[config.mk]
export PLATFORM = sky130hd
export DESIGN_NAME = display_arbiter
export DESIGN_NICKNAME = d
export VERILOG_FILES = /design/src/rtl/display_arbiter_pkg.sv /design/src/rtl/display_arbiter_bin2bcd_serial.sv /design/src/rtl/display_arbiter.sv
export SDC_FILE = /design/constraint.sdc
export NUM_CORES = 1
export LEC_CHECK = 0
export CAP_MARGIN = 20
export CORE_AREA = 2 2 119 121
export DETAILED_ROUTE_END_ITERATION = 10
export DIE_AREA = 0 0 121 123
export GPL_ROUTABILITY_DRIVEN = 1
export HOLD_SLACK_MARGIN = 0.02
export PLACE_DENSITY = 0.57
export SYNTH_ARGS = -nofsm -noshare
export SYNTH_HDL_FRONTEND = slang
export SYNTH_HIERARCHICAL = 1
export SYNTH_SLANG_ARGS = --single-unit
export TNS_END_PERCENT = 100
[constraint.sdc]
create_clock -name clk -period 5.33 [get_ports clk]
set_input_delay 0.7995 -clock clk [delete_from_list [all_inputs] [get_ports clk]]
set_output_delay 0.7995 -clock clk [all_outputs]
set_load 0.01 [all_outputs]
[src/rtl/display_arbiter_pkg.sv]
// Shared types and constants for the display arbiter and its serial BCD converter.
package display_pkg;

    typedef enum logic [1:0] {
        IDLE = 2'd0,
        CONV = 2'd1,
        HOLD = 2'd2
    } state_t;

    localparam int DIGITS      = 4;
    localparam int BCD_W       = 4;
    localparam int BCD_BITS    = DIGITS * BCD_W;
    localparam int MAX_DISPLAY = 9999;

    // Double-dabble correction: any nibble >= 5 gets +3 before the shift.
    function automatic logic [BCD_BITS-1:0] dabble_adjust(input logic [BCD_BITS-1:0] bcd);
        logic [BCD_BITS-1:0] r;
        for (int i = 0; i < DIGITS; i++) begin
            r[i*BCD_W +: BCD_W] = (bcd[i*BCD_W +: BCD_W] >= 4'd5) ?
                                  bcd[i*BCD_W +: BCD_W] + 4'd3 : bcd[i*BCD_W +: BCD_W];
        end
        return r;
    endfunction

endpackage

[src/rtl/display_arbiter_bin2bcd_serial.sv]
// Serial binary-to-BCD converter: one double-dabble step per clock, BIN_W steps.
// done is high for the single cycle after the last shift, while bcd holds the result.
module bin2bcd_serial
    import display_pkg::*;
#(
    parameter int BIN_W = 14
) (
    input  logic                clk,
    input  logic                RESET_N,
    input  logic                start,
    input  logic [BIN_W-1:0]    bin,
    output logic                done,
    output logic [BCD_BITS-1:0] bcd
);

    localparam int CNT_W = $clog2(BIN_W + 1);
    localparam logic [CNT_W-1:0] CNT_LAST = CNT_W'(BIN_W);

    logic [BIN_W-1:0]    r_bin;
    logic [BCD_BITS-1:0] r_bcd;
    logic [CNT_W-1:0]    r_cnt;
    logic                r_active;
    logic [BCD_BITS-1:0] w_adj;

    assign w_adj = dabble_adjust(r_bcd);

    always_ff @(posedge clk or negedge RESET_N) begin
        if (!RESET_N) begin
            r_bin    <= '0;
            r_bcd    <= '0;
            r_cnt    <= '0;
            r_active <= 1'b0;
        end else if (start) begin
            r_bin    <= bin;
            r_bcd    <= '0;
            r_cnt    <= '0;
            r_active <= 1'b1;
        end else if (r_active) begin
            if (r_cnt == CNT_LAST) begin
                r_active <= 1'b0;
            end else begin
                {r_bcd, r_bin} <= {w_adj[BCD_BITS-2:0], r_bin, 1'b0};
                r_cnt          <= r_cnt + 1'b1;
            end
        end
    end

    assign done = r_active && (r_cnt == CNT_LAST);
    assign bcd  = r_bcd;

endmodule

[src/rtl/display_arbiter.sv]
// Arbitrates the 4-digit BCD display between a live binary count and a held alert message.
// Optional build macro OVERFLOW_FLAG_EN adds the ovf output (live value was saturated).
module display_arbiter
    import display_pkg::*;
#(
    parameter int BIN_W       = 14,
    parameter int HOLD_CYCLES = 200_000_000
) (
    input  logic                clk,
    input  logic                RESET_N,
    input  logic                live_valid,
    input  logic [BIN_W-1:0]    live_bin,
    output logic                live_done,
    input  logic                alert_req,
    input  logic [BCD_BITS-1:0] alert_bcd,
    output logic                alert_ack,
    output logic                busy,
    output logic [BCD_W-1:0]    ones,
    output logic [BCD_W-1:0]    tens,
    output logic [BCD_W-1:0]    hundreds,
    output logic [BCD_W-1:0]    thousands
`ifdef OVERFLOW_FLAG_EN
    ,
    output logic                ovf
`endif
);

    localparam int TMR_W = (HOLD_CYCLES > 1) ? $clog2(HOLD_CYCLES) : 1;
    localparam logic [TMR_W-1:0] TMR_LAST = TMR_W'(HOLD_CYCLES - 1);

    state_t              r_state;
    logic [TMR_W-1:0]    r_tmr;
    logic                r_done;
    logic                r_ack;
    logic [BCD_W-1:0]    r_ones, r_tens, r_hundreds, r_thousands;
`ifdef OVERFLOW_FLAG_EN
    logic                r_sat;
    logic                r_ovf;
`endif

    logic                w_sat;
    logic [BIN_W-1:0]    w_bin_sat;
    logic                w_start;
    logic                w_conv_done;
    logic [BCD_BITS-1:0] w_bcd;

    assign w_sat     = 32'(live_bin) > MAX_DISPLAY;
    assign w_bin_sat = w_sat ? BIN_W'(MAX_DISPLAY) : live_bin;
    assign w_start   = (r_state == IDLE) && !alert_req && live_valid;

    bin2bcd_serial #(.BIN_W(BIN_W)) u_bin2bcd (
        .clk     (clk),
        .RESET_N (RESET_N),
        .start   (w_start),
        .bin     (w_bin_sat),
        .done    (w_conv_done),
        .bcd     (w_bcd)
    );

    always_ff @(posedge clk or negedge RESET_N) begin
        if (!RESET_N) begin
            r_state     <= IDLE;
            r_tmr       <= '0;
            r_done      <= 1'b0;
            r_ack       <= 1'b0;
            r_ones      <= '0;
            r_tens      <= '0;
            r_hundreds  <= '0;
            r_thousands <= '0;
`ifdef OVERFLOW_FLAG_EN
            r_sat       <= 1'b0;
            r_ovf       <= 1'b0;
`endif
        end else begin
            r_done <= 1'b0;
            r_ack  <= 1'b0;
            case (r_state)
                IDLE: begin
                    // Alert wins over a simultaneous live request.
                    if (alert_req) begin
                        {r_thousands, r_hundreds, r_tens, r_ones} <= alert_bcd;
                        r_ack   <= 1'b1;
                        r_tmr   <= '0;
                        r_state <= HOLD;
`ifdef OVERFLOW_FLAG_EN
                        r_ovf   <= 1'b0;
`endif
                    end else if (live_valid) begin
                        r_state <= CONV;
`ifdef OVERFLOW_FLAG_EN
                        r_sat   <= w_sat;
`endif
                    end
                end
                CONV: begin
                    if (w_conv_done) begin
                        {r_thousands, r_hundreds, r_tens, r_ones} <= w_bcd;
                        r_done  <= 1'b1;
                        r_state <= IDLE;
`ifdef OVERFLOW_FLAG_EN
                        r_ovf   <= r_sat;
`endif
                    end
                end
                HOLD: begin
                    if (r_tmr == TMR_LAST) begin
                        r_state <= IDLE;
                    end else begin
                        r_tmr <= r_tmr + 1'b1;
                    end
                end
                default: r_state <= IDLE;
            endcase
        end
    end

    assign busy      = (r_state != IDLE);
    assign live_done = r_done;
    assign alert_ack = r_ack;
    assign ones      = r_ones;
    assign tens      = r_tens;
    assign hundreds  = r_hundreds;
    assign thousands = r_thousands;
`ifdef OVERFLOW_FLAG_EN
    assign ovf       = r_ovf;
`endif

endmodule

==> results of run 1 <==
==> sequential cells by signal (all words and copies together), names as in the netlist <==
| signal | flops |
|---|---|
| tens | 4 |
| hundreds | 4 |
| u_bin2bcd/r_bin | 14 |
| r_tmr | 28 |
| ones | 4 |
| u_bin2bcd/r_cnt | 4 |
| alert_ack | 1 |
| u_bin2bcd/bcd | 16 |
| u_bin2bcd/r_active | 1 |
| thousands | 4 |
| live_done | 1 |
| r_state | 2 |
==> worst max-delay path: stages <==
cell and delay (ns):
clkdlybuf4s50_1 0.43, nor3b_2 0.72, buf_4 0.44, nand2b_1 0.19
a21oi_1 0.05, a221o_1 0.29
==> cells in the final DEF, fill, tap and decap left out, drive strengths merged, types with 4 or more instances in the layout <==
master	netlist	routed
o32ai	4	4
dfrtp	83	83
mux2i	32	32
nor2b	15	15
clkdlybuf4s50	0	51
nor2	15	15
a211oi	8	8
nand2	59	59
nor3	9	9
ha	11	11
clkbuf	15	15
a21oi	21	21
a221o	13	13
or3	7	7
and2	7	7
o31ai	9	9
o21ai	43	43
o211ai	8	8
nand3	22	22
inv	16	16
buf	19	4
and3	6	6
nand4	17	17
o41ai	4	4
nand2b	19	19
==> how the worst max path moves through the flow <==
stage,start,endpoint,slack (ns)
after global routing,live_bin[7],u_bin2bcd/r_bin[10],2.29
after detailed placement,alert_req,u_bin2bcd/r_bin[3],2.19
after global placement,live_valid,u_bin2bcd/r_bin[11],2.27
after floorplan,live_bin[7],u_bin2bcd/r_bin[10],3.19
after CTS,alert_req,u_bin2bcd/r_bin[3],2.57
final,alert_req,u_bin2bcd/r_bin[3],2.62
==> cell type report <==
class	count	share of cell area [%]
flip-flops and latches	83	37.40
inverters	16	1.081
multi-input cells	361	42.46
well taps	180	4.055
clock inverters	1	0.09011
clock buffers	15	5.181
repair buffers	55	9.732
==> stage by stage <==
stage          total power, mW  instances  utilization (%)  cell area (sq um)  hold slack [ns]
2_1_floorplan            1.793        494                -               4668           0.4364
3_3_place_gp             2.116        695            38.65               5261           0.4646
3_5_place_dp             2.142        695            38.65               5261           0.4785
4_1_cts                  2.765        711            40.80               5554           0.4118
5_1_grt                  2.943        711            40.80               5554           0.4308
6_report                 2.735        711            40.80               5554           0.3962
==> power by group through the flow <==
stage | clock [mW] | combinational, mW | sequential, mW
detailed placement | 0 | 1.06 | 1.08
global placement | 0 | 1.04 | 1.08
CTS | 0.628 | 1.07 | 1.07
finish | 0.610 | 1.05 | 1.07
global route | 0.651 | 1.19 | 1.10
floorplan | 0 | 0.798 | 0.995
==> per-layer routing <==
metal / track usage, % / vias to the layer above
met4: 5.305 / 0
met1: 22.35 / 1869
li1: - / 1868
met5: 0 / -
met2: 24.96 / 84
met3: 4.197 / 8
==> kinds of logic (layout without fill, tap and decap cells) <==
family                   Yosys count  count (layout)  synth area share, %
AO/OA/AOI/OAI                    122             122                17.56
adder cells (fa/ha/maj)           11              11                2.948
AND/OR/NAND/NOR                  196             196                23.05
flip-flops                        83              83                44.49
multiplexers                      32              32                6.861
buffers and inverters             50              87                5.092
==> results.tsv, run 1 <==
stage	metric	value	unit
outcome	run status	complete, no violations	
synth	top-count cell post-synth	dfrtp_1	
sta	Final Cycle Share	50.78	%
synth	Post-synth EDFFs	0	
cells_and_area	Nets	571	
routing	Detailed Routing Iterations Pass 1	4	
cells_and_area	# fillers	1339	
sta	Worst slew margin	32.87	%
sta	sum of negative setup slack	0	ns
die	full die area	14880	sq um
hold_path	worst min-delay path class	input pin to asynchronous set/reset pin	
die	IO Pins	53	
placement	detailed placement HPWL	7863	um
clock_network	Clk Latency, worst-skew pair	0.34	ns
routing	M1 WL	5544	um
routing	drt drc	0	
sta	Slew @ Worst Pin	0.9985	ns
power	Pint	1.696	mW
power	part of the power in the clock network	22.3	%
clock_network	CTS tree	done	
clock_network	Post-CTS Hold Buffers	0	
synth	top cells by area, synth	dfrtp_1 (44%), mux2i_1 (6.9%), nand2_1 (4.7%)	
power	Net Switching	1.038	mW
die	initial core utilization	34.30	%
clock_network	Post-CTS Setup Inserts	0	
clock_network	CTS H-tree depth	3	
clock_network	CTS clk-pin slew, worst paths	0.06	ns
die	die height	123	um
sta	Period minus WS final	2.707	ns
synth	syn_nets	539	
routing	DR vias	3829	
setup_path	Setup CP Type	input pin to register	
global_route	gr ovfl total	0	
routing	met2 WL	5410	um
cells_and_area	Seq. cell area	2077	sq um
routing	mean routed wirelength per cell	16.25	um
placement	Buffers on Ports	52	
sta	final setup violation count	0	
sta	FMAX	0.3695	GHz
synth	synth unique cells	56	
setup_path	CP Max Fanout	29	
clock_network	Clk Tree Root Cell	clkbuf_16	
synth	Yosys reg bits	83	
routing	DR top layer	met4	
cells_and_area	multi-input logic area	2359	sq um
synth	Avg Inst Size Synth	9.450	sq um
synth	sequential area share after synthesis	44.49	%
sta	max-slew violations	0	
setup_path	Reg2Reg Depth	6	
power	Peak VDD IR	213.4	uV
routing	Starting DRT DRC Count	331	
synth	Async S/R FF share, synth	100.0	%
synth	Yosys Warn Count	6	
routing	antenna viol nets, final	0	
placement	Post-Place Worst Slack	2.191	ns
placement	gpl congestion	0.8138	
routing	met3 wire len	471	um
power	Seq pwr share	39.1	%
setup_path	Crit Reg-Reg Endpoint	u_bin2bcd/r_bin[3]	
clock_network	CTS resizes	0	
synth	Synth area leader	dfrtp_1	
clock_network	CTS sink cnt	83	
global_route	global-route wire length before repair	19070	um
setup_path	crit start category	input pin	
sta	Max Clock Skew	0.006792	ns
clock_network	maximum clock path buffer count	2	
synth	cells after synthesis	494	
run	maximum capacitance violations	0	
routing	final wirelength	11560	um
power	Gate power share	38.6	%
clock_network	CTS buffer count	9	
setup_path	FF-to-FF setup slack	2.69	ns
sta	Fin. Hold Viols	0	
synth	ys flop type	dfrtp_1	
global_route	antenna violations before repair	0	
synth	Post-Syn Area	4668	sq um
synth	leading post-synthesis cells by instance count	dfrtp_1 (83), nand2_1 (58), o21ai_0 (40), mux2i_1 (32)	
global_route	largest net degree at the start of global routing	52	
die	area of the core	13610	sq um
power	pwr/cell area	492.4	nW/um^2
global_route	vias in the first global route	3783	
power	Leak	2.516	nW
setup_path	crit end category	register	
cells_and_area	P&R area growth vs syn	18.98	%
sta	worst setup margin	2.623	ns
routing	Avg Vias per Cell	5.385	
setup_path	WP data arrival	2.93	ns
global_route	overall global routing resource usage	16.24	%
setup_path	Worst Path Required	5.55	ns
die	FP Rows	43	
die	Die X	121	um
setup_path	worst r2r src	r_state[0]	
power	sw frac	37.97	%
synth	top cell type's share of synthesized area	44.49	%
cells_and_area	diode count	0	
sta	RSZ-0062 raised after global routing	false	
cells_and_area	share of post-route cells with drive strength above 1	6.215	%
No activity file was read; power rests on OpenSTA's default activity.
==> run 2: changes to the inputs <==
clock period = 2.8 ns   (was 5.33 ns; I/O delays follow)
==> results.tsv, run 2 (synthesis results as in run 1) <==
stage	metric	value	unit	change
power	Seq pwr share	36.8	%	was 39.1%
sta	Fin. Hold Viols	0		unchanged
power	Peak VDD IR	399.1	uV	was 213.4 uV
placement	detailed placement HPWL	8021	um	was 7863 um
clock_network	CTS clk-pin slew, worst paths	0.07	ns	was 0.06 ns
setup_path	crit start category	register		was input pin
cells_and_area	diode count	0		unchanged
sta	Worst slew margin	41.27	%	was 32.87%
placement	gpl congestion	0.8161		was 0.8138
setup_path	Worst Path Required	3.02	ns	was 5.55 ns
routing	antenna viol nets, final	0		unchanged
power	part of the power in the clock network	24.4	%	was 22.3%
sta	final setup violation count	0		unchanged
sta	FMAX	0.4657	GHz	
outcome	run status	complete, no violations		unchanged
sta	worst setup margin	0.6528	ns	was 2.623 ns
sta	smallest hold slack	0.07220	ns	was 0.3962 ns
placement	Post-Place Worst Slack	0.4629	ns	was 2.191 ns
clock_network	CTS resizes	0		unchanged
clock_network	Clk Tree Root Cell	clkbuf_16		unchanged
die	full die area	14880	sq um	unchanged
placement	Buffers on Ports	52		unchanged
routing	DR vias	3857		was 3,829
cells_and_area	max reg flops	28		unchanged
cells_and_area	most common cell after layout, fill and taps aside	dfrtp_1		unchanged
power	Gate power share	38.8	%	was 38.6%
routing	Detailed Routing Iterations Pass 1	5		was 4
cells_and_area	share of post-route cells with drive strength above 1	8.318	%	was 6.215%
routing	Avg Vias per Cell	5.350		was 5.385
clock_network	Post-CTS Hold Buffers	0		unchanged
clock_network	Clk Latency, worst-skew pair	0.34	ns	about the same
setup_path	critical path, cell by cell	or2_2 > nor3b_2 > buf_4 > nand2b_1 > nor3_1 > a221o_1		was clkdlybuf4s50_1 > nor3b_2 > buf_4 > nand2b_1 > a21oi_1 > a221o_1
run	maximum capacitance violations	0		unchanged
die	FP Rows	43		unchanged
power	Pint	3.412	mW	was 1.696 mW
power	Net Switching	2.021	mW	was 1.038 mW
cells_and_area	cell area after layout	5687	sq um	was 5554 sq um
power	Leak	2.582	nW	was 2.516 nW
cells_and_area	Nets	581		was 571
global_route	vias in the first global route	3718		was 3,783
sta	Slew @ Worst Pin	0.8809	ns	was 0.9985 ns
cells_and_area	Biggest register	r_tmr		unchanged
die	initial core utilization	34.30	%	unchanged
setup_path	worst path buffer plus inverter count	1		was 2
clock_network	CTS buffer count	9		unchanged
routing	Starting DRT DRC Count	302		was 331
clock_network	Post-CTS Setup Inserts	0		unchanged
die	IO Pins	53		unchanged
sta	max-slew violations	0		unchanged
power	sw frac	37.19	%	was 37.97%
global_route	global-route wire length before repair	19030	um	was 19,070 um
cells_and_area	P&R area growth vs syn	21.82	%	was 18.98%
die	die height	123	um	unchanged
setup_path	WP data arrival	2.37	ns	was 2.93 ns
routing	mean routed wirelength per cell	15.92	um	was 16.25 um
clock_network	CTS H-tree depth	3		unchanged
setup_path	Max stage delay on crit path	0.45	ns	was 0.72 ns
die	area of the core	13610	sq um	unchanged
global_route	antenna violations before repair	0		unchanged
power	pwr/cell area	955.3	nW/um^2	was 492.4 nW/um^2
die	Die X	121	um	unchanged
setup_path	cell family with most CP delay	simple AND/OR/NAND/NOR gates		unchanged
clock_network	CTS tree	done		unchanged
setup_path	CP startpoint	r_state[1]		was alert_req
sta	sum of negative setup slack	0	ns	unchanged
clock_network	CTS sink cnt	83		unchanged
sta	Max Clock Skew	0.005711	ns	was 0.006792 ns
hold_path	worst min-delay path class	input pin to asynchronous set/reset pin		unchanged
placement	DP Area	5349	sq um	was 5261 sq um
routing	final wirelength	11480	um	was 11,560 um
global_route	overall global routing resource usage	16.25	%	was 16.24%
setup_path	crit end category	register		unchanged
setup_path	Setup CP Type	register to register		was input pin to register
cells_and_area	most frequent cells in the layout	dfrtp_1 (83), nand2_1 (58), clkdlybuf4s50_1 (51)		unchanged
routing	drt drc	0		unchanged
sta	Period minus WS final	2.147	ns	
sta	RSZ-0062 raised after global routing	false		unchanged
global_route	gr ovfl total	0		unchanged
setup_path	worst r2r src	r_state[1]		was r_state[0]
global_route	largest net degree at the start of global routing	45		was 52
clock_network	maximum clock path buffer count	2		unchanged
setup_path	crit path max-delay cell type	dfrtp_1		was nor3b_2
setup_path	CP Max Fanout	43		was 29
sta	Final Cycle Share	76.69	%	
-- run 2: cell type report --
class	count	area [sq um]
fillers	1316	7925
multi-input cells	361	2359
flip-flops and latches	83	2077
repair buffers	65	628.1
clock buffers	11	252.7
well taps	180	225.2
clock inverters	5	85.08
inverters	16	60.06
-- run 2: worst paths after layout --
kind	slack [ns]	end	depth (start not counted)
worst max register to register	0.65	u_bin2bcd/r_bin[4]	6
worst max-delay path	0.65	u_bin2bcd/r_bin[4]	6
worst min-delay path	0.07	r_tmr[5]	1
min in group clk	0.48	tens[2]	2
worst min register to register	0.48	tens[2]	2
max in group asynchronous	2.11	u_bin2bcd/bcd[5]	2
-- run 2: per-layer routing --
layer	up-vias	part of all wire, %	GRT usage (%)
met5	-	0	0
met4	0	1.5	4.288
met3	11	4.2	3.229
met2	94	47	26.05
met1	1863	47	22.52
li1	1889	-	-
-- run 2: power groups by stage --
stage / sequential, mW / clock (mW) / combinational (mW)
after floorplan: 1.89 / 0 / 1.52
after global placement: 2.01 / 0 / 2.07
after detailed placement: 2.02 / 0 / 2.12
after CTS: 2.00 / 1.36 / 2.13
after global routing: 2.06 / 1.40 / 2.39
final: 2.00 / 1.33 / 2.11
-- run 2: metrics by stage --
stage                     total power, mW  instances  utilization, %
after floorplan                     3.414        494               -
after global placement              4.075        705           39.30
after detailed placement            4.138        705           39.30
after CTS                           5.481        721           41.78
after global routing                5.851        721           41.78
final                               5.433        721           41.78
-- run 2: worst reg2reg max path: cells and delay by family, from the launching register on --
kind,cells,cell delay (ns)
AND/OR/NAND/NOR,4,0.87
flip-flops,1,0.45
buffers and inverters,1,0.43
AO/OA/AOI/OAI,1,0.28
